File: config.mk
export PLATFORM = sky130hd
export DESIGN_NAME = lemmings_fsm_param
export DESIGN_NICKNAME = d
export VERILOG_FILES = /design/src/rtl/lemmings_fsm_param.sv
export SDC_FILE = /design/constraint.sdc
export NUM_CORES = 1
export LEC_CHECK = 0
export ABC_AREA = 1
export BUFFER_PORTS_ARGS = -buffer_cell sky130_fd_sc_hd__buf_4
export CORE_ASPECT_RATIO = 0.5
export CORE_MARGIN = 2
export CORE_UTILIZATION = 25
export DETAILED_ROUTE_END_ITERATION = 10
export MAX_ROUTING_LAYER = met4
export PLACE_DENSITY = 0.43
export SLEW_MARGIN = 15
export SYNTH_ARGS = -nofsm -noshare
export SYNTH_HDL_FRONTEND = slang
export SYNTH_SLANG_ARGS = --single-unit
File: constraint.sdc
create_clock -name sys_clk -period 2 [get_ports sys_clk]
set_input_delay 0.4 -clock sys_clk [delete_from_list [all_inputs] [get_ports sys_clk]]
set_output_delay 0.4 -clock sys_clk [all_outputs]
set_load 0.01 [all_outputs]
File: src/rtl/lemmings_fsm_param.sv
// Lemmings walk/fall/dig/splat Moore controller with splat threshold, saturating fall counter and revive.
// Optional dig-depth limit compiled in with LEMMINGS_DIG_LIMIT_EN; outputs registered, one-cycle latency.
module lemmings_fsm_param #(
  parameter int SPLAT_CYCLES = 20,
  parameter int FALL_W       = 5,
  parameter int DIG_MAX      = 8,
  parameter int DIG_W        = 4
) (
  input  logic              sys_clk,
  input  logic              sys_rst_n,
  input  logic              bump_left,
  input  logic              bump_right,
  input  logic              ground,
  input  logic              dig,
  input  logic              revive,
  output logic              walk_left,
  output logic              walk_right,
  output logic              aaah,
  output logic              digging,
  output logic              splat,
  output logic [FALL_W-1:0] fall_cnt
);

  typedef enum logic [2:0] {
    WALK_L, WALK_R, FALL_L, FALL_R, DIG_L, DIG_R, SPLAT
  } state_t;

  state_t cstate;
  state_t nstate;
  logic   w_land_splat;
  logic   w_nfall;
  logic   w_dig_done;

  if (SPLAT_CYCLES >= (2 ** FALL_W) - 1) begin : g_bad_fall_cfg
    $error("lemmings_fsm_param: SPLAT_CYCLES must be below 2**FALL_W-1");
  end
  if (DIG_MAX < 1 || DIG_MAX > (2 ** DIG_W)) begin : g_bad_dig_cfg
    $error("lemmings_fsm_param: DIG_MAX must lie in 1..2**DIG_W");
  end

  assign w_land_splat = (fall_cnt > FALL_W'(SPLAT_CYCLES));
  assign w_nfall      = (nstate == FALL_L) || (nstate == FALL_R);

`ifdef LEMMINGS_DIG_LIMIT_EN
  logic [DIG_W-1:0] r_dig_cnt;
  logic             w_ndig_cont;

  // The counter restarts from zero on the first DIG cycle, so the exit compare lands on cycle DIG_MAX.
  assign w_ndig_cont = ((nstate == DIG_L) || (nstate == DIG_R)) &&
                       ((cstate == DIG_L) || (cstate == DIG_R));
  assign w_dig_done  = (r_dig_cnt == DIG_W'(DIG_MAX - 1));

  always_ff @(posedge sys_clk) begin
    if (!sys_rst_n) begin
      r_dig_cnt <= '0;
    end else if (w_ndig_cont) begin
      r_dig_cnt <= r_dig_cnt + 1'b1;
    end else begin
      r_dig_cnt <= '0;
    end
  end
`else
  assign w_dig_done = 1'b0;
`endif

  always_comb begin
    nstate = cstate;
    case (cstate)
      WALK_L: begin
        if (!ground)        nstate = FALL_L;
        else if (dig)       nstate = DIG_L;
        else if (bump_left) nstate = WALK_R;
      end
      WALK_R: begin
        if (!ground)         nstate = FALL_R;
        else if (dig)        nstate = DIG_R;
        else if (bump_right) nstate = WALK_L;
      end
      FALL_L: if (ground) nstate = w_land_splat ? SPLAT : WALK_L;
      FALL_R: if (ground) nstate = w_land_splat ? SPLAT : WALK_R;
      DIG_L: begin
        if (!ground)         nstate = FALL_L;
        else if (w_dig_done) nstate = WALK_L;
      end
      DIG_R: begin
        if (!ground)         nstate = FALL_R;
        else if (w_dig_done) nstate = WALK_R;
      end
      SPLAT:   if (revive) nstate = WALK_L;
      default: nstate = WALK_L;
    endcase
  end

  // Outputs are decoded from nstate here so they register together with cstate.
  always_ff @(posedge sys_clk) begin
    if (!sys_rst_n) begin
      cstate     <= WALK_L;
      fall_cnt   <= '0;
      walk_left  <= 1'b1;
      walk_right <= 1'b0;
      aaah       <= 1'b0;
      digging    <= 1'b0;
      splat      <= 1'b0;
    end else begin
      cstate <= nstate;
      if (w_nfall) begin
        if (fall_cnt != '1) fall_cnt <= fall_cnt + 1'b1;
      end else if (nstate != SPLAT) begin
        fall_cnt <= '0;
      end
      walk_left  <= (nstate == WALK_L);
      walk_right <= (nstate == WALK_R);
      aaah       <= w_nfall;
      digging    <= (nstate == DIG_L) || (nstate == DIG_R);
      splat      <= (nstate == SPLAT);
    end
  end

endmodule
=== After elaboration in Yosys (flattened, before gate mapping) ===
Cells that the tools add are included.

* Register bits after elaboration: 13
* Bits of input ports: 7
* Output and inout bits: 10
* Word-level logic and storage cells: 47

* $add $sub $neg: 1
* $lt $le $gt $ge: 1
* Equality and inequality tests: 15
* Multiplexer cells: 17
* Reductions and logical operators: 6

{| class="wikitable"
|+ Operator list
! kind !! number
|-
| $mux 3 || 13
|-
| $pmux 3 s7 || 1
|-
| $eq 3x3->1 const B || 6
|-
| $mux 5 || 3
|-
| $eq 3x2->1 const B || 4
|-
| $eq 3x1->1 const B || 2
|-
| $logic_not 3->1 || 2
|-
| $add 5x1->5 const B || 1
|-
| $gt 5x5->1 const B || 1
|-
| $ne 5x5->1 const B || 1
|-
| $ne 3x3->1 const B || 1
|-
| $logic_or 1x1->1 || 2
|-
| $ne 2x1->1 const B || 1
|-
| $reduce_and 2->1 || 1
|-
| $reduce_bool 2->1 || 1
|}

=== Depth between registers and ports, before layout ===
Gate-level depths: netlist (run 1).

* Word-level depth: 8
* Gate-level depth with buffers: 15
* Gate-level depth less buffers: 15

=== Least setup slack after synthesis (run 1) ===
No wires, ideal clock.

* Path kind: register to register
* Start point: register fall_cnt[0]
* End point: register fall_cnt[2]
* Setup time: 62 ps
* Arrival: 1470 ps
* Data required time: 1938 ps
* Setup slack: 469 ps
* Cell stages (with the launch flop): 16
* Buffers on the path: 0
* Clock period less this slack: 1531 ps
* Cell sequence: dfxtp_1 > inv_1 > ha_1 > inv_1 > nand2_1 > nand2_1 > nand2_2 > nand2_2 > nand2_4 > nand2_8 > inv_4 > nor2_4 > nand2_1 > nand2_1 > nand2_1 > nor2_2

* Longest elaborated chain between the ends: 8
* Elaborated cells between the ends (all ways): 17
* Those cells by class: add/sub (1); order compare (1); eq/ne (5); mux (7); reduce/logical (3)

{| class="wikitable"
|+ RTL lines
! what !! RTL line !! source
|-
| start, declared || 21 || <nowiki>output logic [FALL_W-1:0] fall_cnt</nowiki>
|-
| start signal, assigned || 107 || <nowiki>if (fall_cnt != '1) fall_cnt <= fall_cnt + 1'b1;</nowiki>
|-
| $gt 5x5->1 || 41 || <nowiki>assign w_land_splat = (fall_cnt > FALL_W'(SPLAT_CYCLES));</nowiki>
|-
| $mux 3, on equally long branches (2 in a row) || 80, 79 ||
|-
| $pmux 3 s7 || 68 || <nowiki>case (cstate)</nowiki>
|-
| $eq 3x2->1 || 42 || <nowiki>assign w_nfall = (nstate == FALL_L) || (nstate == FALL_R);</nowiki>
|-
| $logic_or 1x1->1 || 42 ||
|-
| $ne 2x1->1 (no source line) / $reduce_bool 2->1 (equally long branches) || -- ||
|-
| $reduce_and 2->1 (no source line) || -- ||
|}

Several ways; a longest one is shown, not always the timed one. The select of a mux whose other input is x is not followed.
A chain may end at the register's enable or synchronous reset.

=== Final worst setup path (run 1) ===
* Start point: register fall_cnt[0]
* End point: register fall_cnt[1]

The elaborated chain is that of the path after synthesis.

==> flow_metrics.tcl, run 1 <==
set metrics [dict create \
    netlist_top_cells_area "dfxtp_1 (37%), nand2_1 (8.0%), inv_1 (6.4%)" \
    final_cell_mix "buf_4 (16), nand2_1 (15), dfxtp_1 (13)" \
    cts_tree "yes" \
    fin_worst_skew_ns 0.00298 \
    synth_cells 88 \
    io_buffers 16 \
    ant_nets 0 \
    dieArea_um2 3280 \
    rsz0062_at_grt "false" \
    ir_worst_vdd_v 0.000193 \
    ff2ff_path_depth 13 \
    cp-start-kind "register" \
    antenna_found_initial 0 \
    hp-start "sys_rst_n" \
    fp.coreArea_um2 2640 \
    worst-slew-pin-transition_ns 0.353 \
    clkTransAtPathRegs_ns 0.06 \
    place_hpwl_um 1160 \
    cts_hold_buf 0 \
    hold_viol_final 0 \
    grt_pass1_wl_um 2530 \
    area_growth_pct 30.0 \
    fin_area_um2 916 \
    finalPower_w 0.000656 \
    maxSlewHeadroom_pct 76.4 \
    ys_seq_elements 13 \
    worstPathRequired_ns 2.17 \
    clockBufferDepth 2 \
    die_w_um 79.1 \
    fmax_ghz 0.612 \
    drt-initial-drc-count 19 \
    postLayoutCoreUtil_pct 34.8 \
    cts_resized 0 \
    p_leak_nw 0.435 \
    critical_path.endpoint "fall_cnt[1]" \
    crit_start "fall_cnt[0]" \
    r2r-start "fall_cnt[0]" \
    cp_max_fo 8 \
    fin_crit_sh_pct 81.7 \
    vias 620 \
    cts.sinks 13 \
    synth_top_area_share_pct 36.9 \
    wirelength_um 1480 \
    ys_seq_area_share_pct 36.9 \
    track_usage_pct 10.5 \
    wl_per_cell_um 10.2 \
    globalRouteOverflowTotal 0 \
    cts_setup_buffers 0 \
    critPathKind "reg2reg" \
    viasPerCell 4.28 \
    grt_max_degree 9 \
    drtPass1Iterations 4 \
    cts_made_buffers 3 \
    start_util_pct 26.7 \
    drc 0 \
    diodes 0 \
    synth.largest_area_cell "dfxtp_1" \
    synth_nets 98 \
    final_nets 119 \
    hold_class "in2reg" \
    grt_pass1_vias 541 \
    setup_viol 0 \
    synth_area_um2 704 \
    insertion_delay_ns 0.24 \
    yosysWarnings 0 \
    final_common_cell "buf_4" \
    power_density_nw_per_um2 716 \
    arrival_ns 1.81 \
    tns_ns 0 \
    ys_types 25 \
    cts_max_level 1 \
    drive_gt1_share_pct 33.3 \
    run_status "finished clean" \
    clockRootBuffer "clkbuf_8" \
    syn_area_per_cell_um2 8.00 \
    ff2ff_setup_slack_ns 0.37 \
    max_cap_violations 0 \
    dp_cells 141 \
    postPlaceCellArea_um2 871 \
    die_h_um 41.5 \
    drv_slew 0 \
    worstReg2RegEnd "fall_cnt[1]" \
    finalCriticalPeriod_ns 1.63 \
    rows 13 \
    gp_congestion 0.788 \
    final_cells 145 \
    end_kind "register" \
    pin_count 17 \
]
sequential cells by signal, summed over array words and instances (netlist names):
| register | count |
|---|---|
| walk_left | 1 |
| splat | 1 |
| fall_cnt | 5 |
| walk_right | 1 |
| aaah | 1 |
| digging | 1 |
| cstate | 3 |
Yosys cell counts:
master / instances
nand2_1: 15
dfxtp_1: 13
inv_1: 12
nand3_1: 7
nor2_1: 5
a21oi_1: 4
nor3_1: 4
ha_1: 3
nand2_2: 3
a31oi_1: 2
inv_2: 2
nor2_2: 2
nor3_2: 2
o211ai_1: 2
xor2_1: 2
a21oi_2: 1
inv_4: 1
nand2_4: 1
nand2_8: 1
nand3_4: 1
nand4_1: 1
nand4_2: 1
nor2_4: 1
o21ai_0: 1
o21ai_2: 1
metal layers:
| layer | up-vias | part of all wire, % | GRT usage (%) |
|---|---|---|---|
| li1 | 327 | - | - |
| met1 | 270 | 52 | 14.6 |
| met2 | 21 | 39 | 12.7 |
| met3 | 2 | 8.1 | 4.57 |
| met4 | 0 | 1.5 | 5.17 |
| met5 | - | 0 | - |
through the flow:
stage | setup WS (ns) | hold slack (ns)
floorplan | 0.469 | 0.502
global placement | 0.363 | 0.501
detailed placement | 0.368 | 0.504
CTS | 0.343 | 0.415
global route | 0.183 | 0.435
finish | 0.367 | 0.420
worst max-delay path, stage by stage, from the launching register on:
cell,delay [ns]
dfxtp_1,0.40
inv_1,0.08
ha_1,0.19
inv_1,0.05
nand2_1,0.04
nand2_1,0.08
nand2_2,0.06
nand2_2,0.08
nand2_4,0.07
nand2_8,0.11
inv_4,0.05
nor2_4,0.11
nand3_1,0.08
a21oi_1,0.15
how the worst min path moves through the flow:
stage / endpoint / slack [ns] / cells past startpoint
floorplan: fall_cnt[0] / 0.50 / 1
detailed placement: fall_cnt[0] / 0.50 / 1
global placement: fall_cnt[0] / 0.50 / 1
finish: fall_cnt[0] / 0.42 / 3
global route: fall_cnt[2] / 0.44 / 3
CTS: fall_cnt[0] / 0.41 / 3
kinds of logic (layout without fill, tap and decap cells):
| logic type | count (synthesis) | in the layout | synth area share (%) |
|---|---|---|---|
| and+or+nand+nor | 44 | 44 | 36.9 |
| buffers and inverters | 15 | 35 | 8.35 |
| DFF | 13 | 13 | 36.9 |
| AOI/OAI and AO/OA | 11 | 11 | 9.95 |
| adders and majority gates | 3 | 3 | 5.33 |
| xor gates and xnor gates | 2 | 2 | 2.49 |
power breakdown:
group          switching [W]  internal [W]  total [W]
combinational      0.0000747     0.0000553   0.000130
sequential         0.0000143      0.000276   0.000290
clock              0.0000946      0.000141   0.000235
total               0.000184      0.000472   0.000656
cell type report:
cell class                 count  area (um2)
fill                         292        1720
multi-input combinational     60         385
sequential                    13         260
timing repair buffer          16         120
inverter                      15        58.8
tap                           37        46.3
clock buffer                   4        45.0
Note: power is estimated with default switching activity, not from simulation.
==> inputs of run 2 (changes only) <==
--- a/config.mk
+++ b/config.mk
@@ -5,14 +5,14 @@
 export SDC_FILE = /design/constraint.sdc
 export NUM_CORES = 1
 export LEC_CHECK = 0
-export ABC_AREA = 1
+export ABC_AREA = 0
 export BUFFER_PORTS_ARGS = -buffer_cell sky130_fd_sc_hd__buf_4
 export CORE_ASPECT_RATIO = 0.5
 export CORE_MARGIN = 2
 export CORE_UTILIZATION = 25
 export DETAILED_ROUTE_END_ITERATION = 10
 export MAX_ROUTING_LAYER = met4
-export PLACE_DENSITY = 0.43
+export PLACE_DENSITY = 0.45
 export SLEW_MARGIN = 15
 export SYNTH_ARGS = -nofsm -noshare
 export SYNTH_HDL_FRONTEND = slang
==> constraint.sdc (replaced) <==
create_clock -name sys_clk -period 1.5 [get_ports sys_clk]
set_input_delay 0.3 -clock sys_clk [delete_from_list [all_inputs] [get_ports sys_clk]]
set_output_delay 0.3 -clock sys_clk [all_outputs]
set_load 0.01 [all_outputs]
==> run 2 against run 1 <==
Net effect:
- the flow now finishes with violations (negative setup slack)
- first-iteration DRC count is 11% higher
- non-clock buffer count up 11
- wire length up 13%
- global-route usage grew 1.5 points
- register-to-register slack worse by 0.48 ns
- area after synthesis down 2.8%
- cell count down 4.8%
- worst hold slack worse by 0.15 ns
- cell area rose by 16%
- via count decreased by 0.32%
- die area down 2.6%
- critical path type unchanged
- largest cell class unchanged
==> flow_metrics.tcl, run 2 <==
set metrics [dict create \
    final_cells 138 \
    start_util_pct 26.3 \
    critPathKind "reg2reg" \
    postLayoutCoreUtil_pct 40.7 \
    ys_types 35 \
    clockBufferDepth 2 \
    fill_cells 275 \
    maxSlewHeadroom_pct 78.6 \
    globalRouteOverflowTotal 0 \
    final_cell_mix "buf_4 (26), dfxtp_1 (10), nand2_1 (7)" \
    max_cap_violations 0 \
    fin_worst_skew_ns 0.00190 \
    antenna_found_initial 0 \
    fp.coreArea_um2 2600 \
    ir_worst_vdd_v 0.000350 \
    rows 13 \
    cts_hold_buf 0 \
    reg.largest.list "fall_cnt (5), cstate (3)" \
    final_nets 112 \
    diodes 0 \
    insertion_delay_ns 0.24 \
    area_growth_pct 54.8 \
    setup_viol 5 \
    cpMaxStageDelayCell "dfxtp_4" \
    gp_congestion 0.696 \
    yosysWarnings 0 \
    largest_reg_flops 5 \
    register_area_um2 269 \
    cp_max_fo 5 \
    syn_area_per_cell_um2 9.78 \
    netlist_top_cells_area "dfxtp_1 (38%), ha_1 (5.5%), nor2b_4 (4.0%)" \
    track_usage_pct 12.1 \
    path_delay_family "compound AO/OA/AOI/OAI gates" \
    cts_max_level 1 \
    worstPathCellList "inv_4, ha_4, nor2b_4, o2111ai_4, nand4_1, a21bo_1, a32o_1" \
    ant_nets 0 \
    cp-start-kind "register" \
    grt_pass1_wl_um 2750 \
    hold_ws_ns 0.266 \
    finalCriticalPeriod_ns 1.61 \
    synth_area_um2 684 \
    fin_crit_sh_pct 107 \
    wirelength_um 1670 \
    end_kind "register" \
    fmax_ghz 0.622 \
    setup_slack_ns -0.109 \
    drive_gt1_share_pct 51.5 \
    run_status "finished with violations" \
    cts.sinks 13 \
    drtPass1Iterations 3 \
    pin_count 17 \
    ys_seq_area_share_pct 38.0 \
    die_w_um 78.0 \
    worst-slew-pin-transition_ns 0.320 \
    regMostFlops "fall_cnt" \
    drv_slew 0 \
    clkTransAtPathRegs_ns 0.06 \
    violations "negative setup slack" \
    cpPeakStageDelay_ns 0.38 \
    tns_ns -0.284 \
    drt-initial-drc-count 21 \
    p_leak_nw 0.446 \
    synth_top_area_share_pct 38.0 \
    multi_input_area_um2 468 \
    place_hpwl_um 1280 \
    clockRootBuffer "clkbuf_8" \
    hold_class "in2reg" \
    synth_cells 70 \
    synth_commonest_cells "dfxtp_1 (13), nand2_1 (7), inv_1 (6)" \
    grt_max_degree 8 \
    rsz0062_at_grt "true" \
    synthArstFlopShare_pct 0 \
    drc 0 \
    hold_viol_final 0 \
    ys.flop_type "dfxtp_1" \
    power_density_nw_per_um2 791 \
    wl_per_cell_um 12.1 \
    dieArea_um2 3200 \
    viasPerCell 4.48 \
    dp_cells 133 \
    synth_nets 80 \
    final_common_cell "buf_4" \
    vias 618 \
    cts_tree "yes" \
    die_h_um 41.0 \
    cts_made_buffers 3 \
    synth_edf_count 0 \
    critPathBufInv 1 \
    io_buffers 16 \
    grt_pass1_vias 643 \
    arrival_ns 1.74 \
    synth.largest_area_cell "dfxtp_1" \
    ys_seq_elements 13 \
    yosysMostFrequentCell "dfxtp_1" \
    worstPathRequired_ns 1.63 \
]
==> run 2: cell count changes after synthesis, moves of 3 or more <==
cell     change
nand3_1      -6
inv_1        -6
nor3_1       -4
nand2_1      -8
nand2_2      -3
==> run 2: worst register-to-register path: cells and delay by family (launching register included) <==
family | cells | cell delay (ns)
simple gates | 2 | 0.31
compound gates | 3 | 0.61
buf+inv | 1 | 0.04
flops | 1 | 0.38
fa+ha+maj | 1 | 0.15
==> run 2: path summary, 6_finish.rpt <==
kind,from,to,slack [ns],depth (start not counted)
worst max-delay path,fall_cnt[0],fall_cnt[1],-0.11,7
worst max register to register,fall_cnt[0],fall_cnt[1],-0.11,7
worst min-delay path,sys_rst_n,walk_left,0.27,2
worst min register to register,fall_cnt[0],fall_cnt[0],0.53,2
==> run 2: per-layer routing <==
| layer | vias up | GRT usage [%] | share of wire (%) |
|---|---|---|---|
| li1 | 319 | - | - |
| met1 | 290 | 12.6 | 50 |
| met2 | 9 | 22.2 | 46 |
| met3 | 0 | 5.07 | 4.4 |
| met4 | 0 | 3.51 | 0 |
| met5 | - | - | 0 |
==> run 2: cell families (layout without fill, tap and decap cells) <==
logic type	Yosys count	count (layout)	share of synthesized area, %
simple gates	29	29	28.2
flops	13	13	38.0
fa+ha+maj	3	3	5.49
compound gates	18	18	23.6
mux	1	1	1.46
buf+inv	6	37	3.29
==> run 2: area by class of cell <==
type | instances | share of cell area [%]
inverter | 6 | 2.36
sequential | 13 | 25.4
timing repair buffer | 27 | 19.5
multi-input combinational | 51 | 44.2
tap | 37 | 4.37
clock buffer | 4 | 4.25
==> run 2: stage by stage <==
stage / power [W] / worst slack, ns / area, um2
finish: 0.000838 / -0.109 / 1060
global route: 0.000878 / -0.186 / 1060
CTS: 0.000845 / -0.115 / 1040
detailed placement: 0.000521 / -0.108 / 967
global placement: 0.000521 / -0.0787 / 967
floorplan: 0.000454 / -0.0154 / 726
==> run 2: power by group <==
group | total (W) | internal, W | switching, W
combinational | 0.000150 | 0.0000781 | 0.0000719
sequential | 0.000376 | 0.000360 | 0.0000159
clock | 0.000312 | 0.000188 | 0.000125
==> run 2: what timing repair did <==
| action | CTS | global route |
|---|---|---|
| buffers inserted | 1 | 0 |
| gates resized for setup | 5 | 6 |
| endpoints found under the hold margin | 0 | 0 |
| pin swaps | 2 | 2 |
| setup endpoints to repair | 6 | 9 |
